`config.mk`:
```
export PLATFORM = sky130hd
export DESIGN_NAME = ds18b20_temp_formatter
export DESIGN_NICKNAME = d
export VERILOG_FILES = /design/src/rtl/ds18b20_pkg.sv /design/src/rtl/bin8_to_dec3.sv /design/src/rtl/ds18b20_temp_formatter.sv
export SDC_FILE = /design/constraint.sdc
export NUM_CORES = 1
export LEC_CHECK = 0
export CAP_MARGIN = 20
export CORE_ASPECT_RATIO = 1.4
export CORE_MARGIN = 2
export CORE_UTILIZATION = 40
export DETAILED_ROUTE_END_ITERATION = 16
export PLACE_DENSITY = 0.61
export SYNTH_ARGS = -nofsm -noshare
export SYNTH_HDL_FRONTEND = slang
export SYNTH_HIERARCHICAL = 1
export SYNTH_SLANG_ARGS = --single-unit
```
`constraint.sdc`:
```
create_clock -name clk -period 3.9 [get_ports clk]
set_clock_uncertainty 0.05 [all_clocks]
set_input_delay 0.78 -clock clk [delete_from_list [all_inputs] [get_ports clk]]
set_output_delay 0.78 -clock clk [all_outputs]
set_load 0.1 [all_outputs]
```
`src/rtl/ds18b20_pkg.sv`:
```
// Shared constants and helpers for the DS18B20 scratchpad path.
// crc8_byte is also meant for the ROM-code reader.
package ds18b20_pkg;

    localparam logic [2:0] ST_IDLE    = 3'd0;
    localparam logic [2:0] ST_COLLECT = 3'd1;
    localparam logic [2:0] ST_CHECK   = 3'd2;
    localparam logic [2:0] ST_CONVERT = 3'd3;
    localparam logic [2:0] ST_SEND    = 3'd4;
    localparam logic [2:0] ST_DONE    = 3'd5;

    localparam int unsigned FRAME_BYTES_DEF = 9;
    localparam logic [7:0]  CRC8_POLY       = 8'h8C;

    localparam logic [7:0] ASCII_EQ    = 8'h3D;
    localparam logic [7:0] ASCII_PLUS  = 8'h2B;
    localparam logic [7:0] ASCII_MINUS = 8'h2D;
    localparam logic [7:0] ASCII_DOT   = 8'h2E;
    localparam logic [7:0] ASCII_E     = 8'h45;
    localparam logic [7:0] ASCII_R     = 8'h52;
    localparam logic [7:0] ASCII_CR    = 8'h0D;
    localparam logic [7:0] ASCII_LF    = 8'h0A;
    localparam logic [7:0] ASCII_ZERO  = 8'h30;

    // Dallas/Maxim CRC8, LSB-first, one whole byte per call.
    function automatic logic [7:0] crc8_byte(input logic [7:0] crc, input logic [7:0] data);
        logic [7:0] c;
        c = crc;
        for (int i = 0; i < 8; i++) begin
            if (c[0] ^ data[i]) begin
                c = (c >> 1) ^ CRC8_POLY;
            end else begin
                c = c >> 1;
            end
        end
        return c;
    endfunction

endpackage

```
`src/rtl/bin8_to_dec3.sv`:
```
// Binary 0..255 to three BCD digits by repeated subtraction:
// hundreds first, then tens, one subtraction per cycle.
module bin8_to_dec3 (
    input  logic       clk,
    input  logic       rst,
    input  logic       start,
    input  logic [7:0] value,
    output logic       done,
    output logic [3:0] d2,
    output logic [3:0] d1,
    output logic [3:0] d0
);

    localparam logic [1:0] PH_IDLE = 2'd0;
    localparam logic [1:0] PH_HUND = 2'd1;
    localparam logic [1:0] PH_TENS = 2'd2;

    logic [1:0] ph_q, ph_d;
    logic [7:0] rem_q;

    always_comb begin
        ph_d = ph_q;
        case (ph_q)
            PH_IDLE: if (start) ph_d = PH_HUND;
            PH_HUND: if (rem_q < 8'd100) ph_d = PH_TENS;
            PH_TENS: if (rem_q < 8'd10) ph_d = PH_IDLE;
            default: ph_d = PH_IDLE;
        endcase
    end

    always_ff @(posedge clk) begin
        if (rst) ph_q <= PH_IDLE;
        else     ph_q <= ph_d;
    end

    always_ff @(posedge clk) begin
        if (rst) begin
            rem_q <= '0;
            d2    <= '0;
            d1    <= '0;
            d0    <= '0;
            done  <= 1'b0;
        end else begin
            done <= 1'b0;
            case (ph_q)
                PH_IDLE: if (start) begin
                    rem_q <= value;
                    d2    <= '0;
                    d1    <= '0;
                    d0    <= '0;
                end
                PH_HUND: if (rem_q >= 8'd100) begin
                    rem_q <= rem_q - 8'd100;
                    d2    <= d2 + 4'd1;
                end
                PH_TENS: if (rem_q >= 8'd10) begin
                    rem_q <= rem_q - 8'd10;
                    d1    <= d1 + 4'd1;
                end else begin
                    d0   <= rem_q[3:0];
                    done <= 1'b1;
                end
                default: ;
            endcase
        end
    end

endmodule

```
`src/rtl/ds18b20_temp_formatter.sv`:
```
// Collects a DS18B20 scratchpad frame, checks its CRC and streams
// "T=+ddd.f\r\n" (or "T=ERR\r\n") to the UART transmitter.
module ds18b20_temp_formatter
    import ds18b20_pkg::*;
#(
    parameter int unsigned FRAME_BYTES = FRAME_BYTES_DEF,
    parameter int unsigned TX_HOLDOFF  = 2,
    parameter logic [7:0]  PREFIX_CHAR = 8'h54
) (
    input  logic        clk,
    input  logic        rst,
    input  logic        frame_start,
    input  logic        byte_valid,
    input  logic [7:0]  byte_in,
    input  logic        tx_busy,
    output logic        tx_start,
    output logic [7:0]  tx_data,
    output logic        busy,
    output logic        crc_err,
    output logic [15:0] temp_raw
);

    localparam int unsigned IDX_W  = $clog2(FRAME_BYTES + 1);
    localparam int unsigned HOLD_W = (TX_HOLDOFF < 1) ? 1 : $clog2(TX_HOLDOFF + 1);
    localparam int unsigned MSG_N  = 10;
    localparam int unsigned CHR_W  = 4;

    logic [2:0]        state_q, state_d;
    logic [IDX_W-1:0]  idx_q;
    logic [7:0]        crc_q, b0_q, b1_q;
    logic [7:0]        msg_q [MSG_N];
    logic [CHR_W-1:0]  chr_q, last_q;
    logic [HOLD_W-1:0] hold_q;

    logic [15:0] raw_c;
    logic [11:0] mag_c;
    logic [3:0]  frac_c;
    logic        restart_c, accept_c, crc_ok_c, conv_start_c, fire_c;
    logic        conv_done;
    logic [3:0]  d2, d1, d0;

    // 0x8000 negates to itself; only mag[11:0] is kept, giving int 0.
    assign raw_c  = {b1_q, b0_q};
    assign mag_c  = raw_c[15] ? 12'(-raw_c) : raw_c[11:0];
    assign frac_c = 4'((8'(mag_c[3:0]) * 8'd10) >> 4);

    bin8_to_dec3 u_dec (
        .clk   (clk),
        .rst   (rst),
        .start (conv_start_c),
        .value (mag_c[11:4]),
        .done  (conv_done),
        .d2    (d2),
        .d1    (d1),
        .d0    (d0)
    );

    always_comb begin
        state_d      = state_q;
        restart_c    = 1'b0;
        accept_c     = 1'b0;
        conv_start_c = 1'b0;
        fire_c       = 1'b0;
        crc_ok_c     = (crc_q == 8'h00);
        case (state_q)
            ST_IDLE: if (frame_start) begin
                restart_c = 1'b1;
                state_d   = ST_COLLECT;
            end
            ST_COLLECT: begin
                if (frame_start) begin
                    restart_c = 1'b1;
                end else if (byte_valid) begin
                    accept_c = 1'b1;
                    if (idx_q == IDX_W'(FRAME_BYTES - 1)) state_d = ST_CHECK;
                end
            end
            ST_CHECK: begin
                if (crc_ok_c) begin
                    conv_start_c = 1'b1;
                    state_d      = ST_CONVERT;
                end else begin
                    state_d = ST_SEND;
                end
            end
            ST_CONVERT: if (conv_done) state_d = ST_SEND;
            // tx_start term keeps pulses apart even with a zero holdoff
            ST_SEND: if (!tx_busy && hold_q == '0 && !tx_start) begin
                fire_c = 1'b1;
                if (chr_q == last_q) state_d = ST_DONE;
            end
            ST_DONE: if (!tx_busy && hold_q == '0) state_d = ST_IDLE;
            default: state_d = ST_IDLE;
        endcase
    end

    always_ff @(posedge clk) begin
        if (rst) state_q <= ST_IDLE;
        else     state_q <= state_d;
    end

    always_ff @(posedge clk) begin
        if (rst) begin
            idx_q    <= '0;
            crc_q    <= '0;
            b0_q     <= '0;
            b1_q     <= '0;
            temp_raw <= '0;
            tx_start <= 1'b0;
            tx_data  <= '0;
            busy     <= 1'b0;
            crc_err  <= 1'b0;
            chr_q    <= '0;
            last_q   <= '0;
            hold_q   <= '0;
        end else begin
            tx_start <= fire_c;
            crc_err  <= (state_q == ST_CHECK) && !crc_ok_c;
            busy     <= (state_d != ST_IDLE) && (state_d != ST_COLLECT);
            if (restart_c) begin
                idx_q <= '0;
                crc_q <= '0;
            end else if (accept_c) begin
                if (idx_q == IDX_W'(0)) b0_q <= byte_in;
                if (idx_q == IDX_W'(1)) b1_q <= byte_in;
                crc_q <= crc8_byte(crc_q, byte_in);
                idx_q <= idx_q + IDX_W'(1);
            end
            if (state_q == ST_CHECK) begin
                chr_q  <= '0;
                last_q <= crc_ok_c ? CHR_W'(MSG_N - 1) : CHR_W'(6);
                if (crc_ok_c) temp_raw <= raw_c;
            end
            if (fire_c) begin
                tx_data <= msg_q[chr_q];
                chr_q   <= chr_q + CHR_W'(1);
                hold_q  <= HOLD_W'(TX_HOLDOFF);
            end else if (hold_q != '0) begin
                hold_q <= hold_q - HOLD_W'(1);
            end
        end
    end

    // Line buffer: error text on a bad CRC, reading once digits are ready.
    always_ff @(posedge clk) begin
        if (state_q == ST_CHECK && !crc_ok_c) begin
            msg_q[0] <= PREFIX_CHAR;
            msg_q[1] <= ASCII_EQ;
            msg_q[2] <= ASCII_E;
            msg_q[3] <= ASCII_R;
            msg_q[4] <= ASCII_R;
            msg_q[5] <= ASCII_CR;
            msg_q[6] <= ASCII_LF;
        end else if (state_q == ST_CONVERT && conv_done) begin
            msg_q[0] <= PREFIX_CHAR;
            msg_q[1] <= ASCII_EQ;
            msg_q[2] <= raw_c[15] ? ASCII_MINUS : ASCII_PLUS;
            msg_q[3] <= ASCII_ZERO + 8'(d2);
            msg_q[4] <= ASCII_ZERO + 8'(d1);
            msg_q[5] <= ASCII_ZERO + 8'(d0);
            msg_q[6] <= ASCII_DOT;
            msg_q[7] <= ASCII_ZERO + 8'(frac_c);
            msg_q[8] <= ASCII_CR;
            msg_q[9] <= ASCII_LF;
        end
    end

endmodule

```
==> results.sh <==
export IMPL_status="complete, no violations"
export IMPL_slew_viol_final=0
export IMPL_area_growth_pct=14.21
export IMPL_core_sq_mm=0.01339
export IMPL_hold_ws_ps=405.2
export IMPL_clock_latency_ps=340
export IMPL_intPower_mw=1.985
export IMPL_yosysSeqAreaShare_pct=42.94
export IMPL_antenna_left=0
export IMPL_crit_fanout=17
export IMPL_p_switching_uw=884.4
export IMPL_rows=50
export IMPL_max_slew_margin_rel_pct=34.75
export IMPL_grt_max_degree=40
export IMPL_cts_setup_buffers=0
export IMPL_track_usage_pct=17.13
export IMPL_switching_share_pct=30.82
export IMPL_wl_per_cell_microns=14.68
export IMPL_layout_common_cells="88 x dfxtp_1, 72 x nor2_1, 62 x nand2_1"
export IMPL_die_h_microns=142.8
export IMPL_clk_pin_slew_ps=70
export IMPL_vias=4277
export IMPL_ir_drop_uv=205.7
export IMPL_register_area_sq_mm=0.002362
export IMPL_timing_fmax_ghz=0.3411
export IMPL_p_seq_share_pct=42.9
export IMPL_antenna_found_initial=0
export IMPL_cts_buffer_depth=2
export IMPL_min_from="tx_data[0]$_SDFFE_PP0P_"
export IMPL_cts_max_level=3
export IMPL_p_per_area_mw_per_mm2=456.7
export IMPL_setup_viol_count_final=0
export IMPL_via_per_inst=5.241
export IMPL_synth_top_cell_area_share_pct=32.02
export IMPL_initial_core_util_pct=41.09
export IMPL_pwr_share_clk_pct=34.2
export IMPL_synth_edf_count=20
export IMPL_firstDrtPassIters=6
export IMPL_slowest_delay_ps=590
export IMPL_timing_final_crit_share_pct=75.16
export IMPL_synth_area_leaders="dfxtp_1 32%, edfxtp_1 11%, nor2_1 4.9%, a21oi_1 4.5%, ha_1 4.5%"
export IMPL_critical_path_slowest_cell="or4_1"
export IMPL_utilization_pct=46.93
export IMPL_numPortBuffers=38
export IMPL_drc=0
export IMPL_yosys_warnings=13
export IMPL_grt_pass1_wl_microns=19990
export IMPL_required_ps=4120
export IMPL_synthesis_area_sq_mm=0.005502
export IMPL_max_cap_violations=0
export IMPL_diodes=0
export IMPL_cts_made_buffers=9
export IMPL_finalNetCount=663
export IMPL_p_leak_nw=2.423
export IMPL_multi_input_area_sq_mm=0.002870
export IMPL_syn_num_nets=645
export IMPL_worstSetupEndpointType="flip-flop"
export IMPL_synthArstFlopShare_pct=0
export IMPL_post_route_min_period_ps=2931
export IMPL_worstPathArrival_ps=3150
export IMPL_pin_count=40
export IMPL_design_die_area_sq_mm=0.01472
export IMPL_gp_congestion=0.8157
export IMPL_drt_iter0_drc=220
export IMPL_crit_path_cell_trace="or4_1 -> nor2_1 -> nand2_2 -> inv_2 -> nor2b_1 -> a311oi_4 -> o21ai_4 -> or4_1 -> a21oi_1"
export IMPL_grt_pass1_vias=4115
export IMPL_synthFlopType="dfxtp_1"
export IMPL_crit_top_cell="or4_1"
export IMPL_worstMarginPinSlew_ps=975.8
export IMPL_final_common_cell="dfxtp_1"
export IMPL_crit_type="flip-flop to flip-flop"
export IMPL_crit_start="crc_q[7]$_SDFFE_PP0P_"
export IMPL_ys_seq_elements=108
export IMPL_yosysTopAreaCell="dfxtp_1"
export IMPL_fin_tns_setup_ps=0
export IMPL_grt_setup_unrepaired="no"
export IMPL_grt_overflow=0
export IMPL_tritoncts="yes"
export IMPL_clockRootBuffer="clkbuf_16"
export IMPL_synthCells=611
export IMPL_detail_route_wirelength_microns=11980
export IMPL_avgSynthCellArea_sq_um=9.004
export IMPL_hold_viol_final=0
export IMPL_hp_class="flip-flop to flip-flop"
export IMPL_cts_resized=0
export IMPL_yosysUniqueCellTypes=71
export IMPL_drive_above_1_share_pct=6.151
export IMPL_r2r_start="crc_q[7]$_SDFFE_PP0P_"
export IMPL_worst_setup_path_start_kind="flip-flop"
export IMPL_die_w_microns=103.1
export IMPL_holdBufCountCts=0
export IMPL_nFillCells=1313
export IMPL_hpwlAfterDp_microns=8595
export IMPL_pwr_share_comb_pct=22.9
export IMPL_clock_sinks=108
-- critical path: cells and delay by family (launching register included) --
family	cells	cell delay [ps]
AOI/OAI and AO/OA	3	670
buffers and inverters	1	140
and+or+nand+nor	5	1660
DFF	1	330
-- cells in the mapped netlist, types with 11 or more instances --
cell / count
a211oi_1: 11
a21oi_1: 50
clkbuf_1: 21
dfxtp_1: 88
edfxtp_1: 20
ha_1: 20
inv_1: 25
mux2i_1: 25
nand2_1: 62
nand2b_1: 13
nor2_1: 72
nor3_1: 12
o21ai_0: 15
xnor2_1: 25
xor2_1: 18
-- path summary, 6_finish.rpt --
| path | to | cells past startpoint | slack (ps) |
|---|---|---|---|
| max | u_dec/rem_q[5]$_SDFFE_PP0P_ | 9 | 970 |
| min | tx_data[0]$_SDFFE_PP0P_ | 2 | 410 |
| max reg2reg | u_dec/rem_q[5]$_SDFFE_PP0P_ | 9 | 970 |
| min reg2reg | tx_data[0]$_SDFFE_PP0P_ | 2 | 410 |
-- kinds of logic (layout without fill, tap and decap cells) --
kind of cell / after synthesis / after routing / share of synthesized area (%)
DFF: 108 / 108 / 42.94
adders and majority gates: 21 / 21 / 4.912
xor gates and xnor gates: 43 / 43 / 6.846
and+or+nand+nor: 220 / 220 / 19.67
muxes: 26 / 26 / 4.753
other: 1 / 1 / 0.06816
AOI/OAI and AO/OA: 130 / 130 / 15.92
buffers and inverters: 62 / 85 / 4.890
-- routing by layer --
layer  vias up  global-route usage, %  share of wire [%]
met5         -                      0                  0
met4         0                  6.371                2.1
met3        16                  3.084                2.7
met2        74                  29.22                 51
met1      2023                  21.28                 44
li1       2164                      -                  -
-- power groups by stage --
stage | sequential, mW | combinational (mW) | clock (mW)
6_report | 1.23 | 0.658 | 0.981
5_1_grt | 1.24 | 0.721 | 1.04
4_1_cts | 1.23 | 0.653 | 1.00
3_5_place_dp | 1.25 | 0.648 | 0
3_3_place_gp | 1.25 | 0.645 | 0
2_1_floorplan | 1.22 | 0.552 | 0
-- cell type report --
class	count	area share, %
well taps	182	3.624
clock buffers	10	3.644
flip-flops and latches	108	37.59
inverters	27	1.613
multi-input cells	441	45.68
clock inverters	6	1.394
repair buffers	42	6.452
-- metrics by stage --
| step | power [mW] | instance area, sq um | setup slack [ps] | std cells |
|---|---|---|---|---|
| 6_report | 2.870 | 6284 | 968.6 | 816 |
| 5_1_grt | 3.000 | 6284 | 750.2 | 816 |
| 4_1_cts | 2.885 | 6284 | 956.5 | 816 |
| 3_5_place_dp | 1.903 | 5967 | 976.1 | 800 |
| 3_3_place_gp | 1.899 | 5967 | 1008 | 800 |
| 2_1_floorplan | 1.773 | 5502 | 1172 | 611 |
-- registers in the layout, summed over array words and instances, names as in the netlist --
name,count
crc_err,1
idx_q,4
u_dec/d0,4
last_q,2
b1_q,8
tx_data,7
state_q,3
tx_start,1
u_dec/d1,4
u_dec/d2,4
u_dec/rem_q,8
crc_q,8
chr_q,4
hold_q,2
busy,1
b0_q,8
msg_q,20
temp_raw,16
u_dec/ph_q,2
u_dec/done,1
Power figures use the tool's default switching activity.
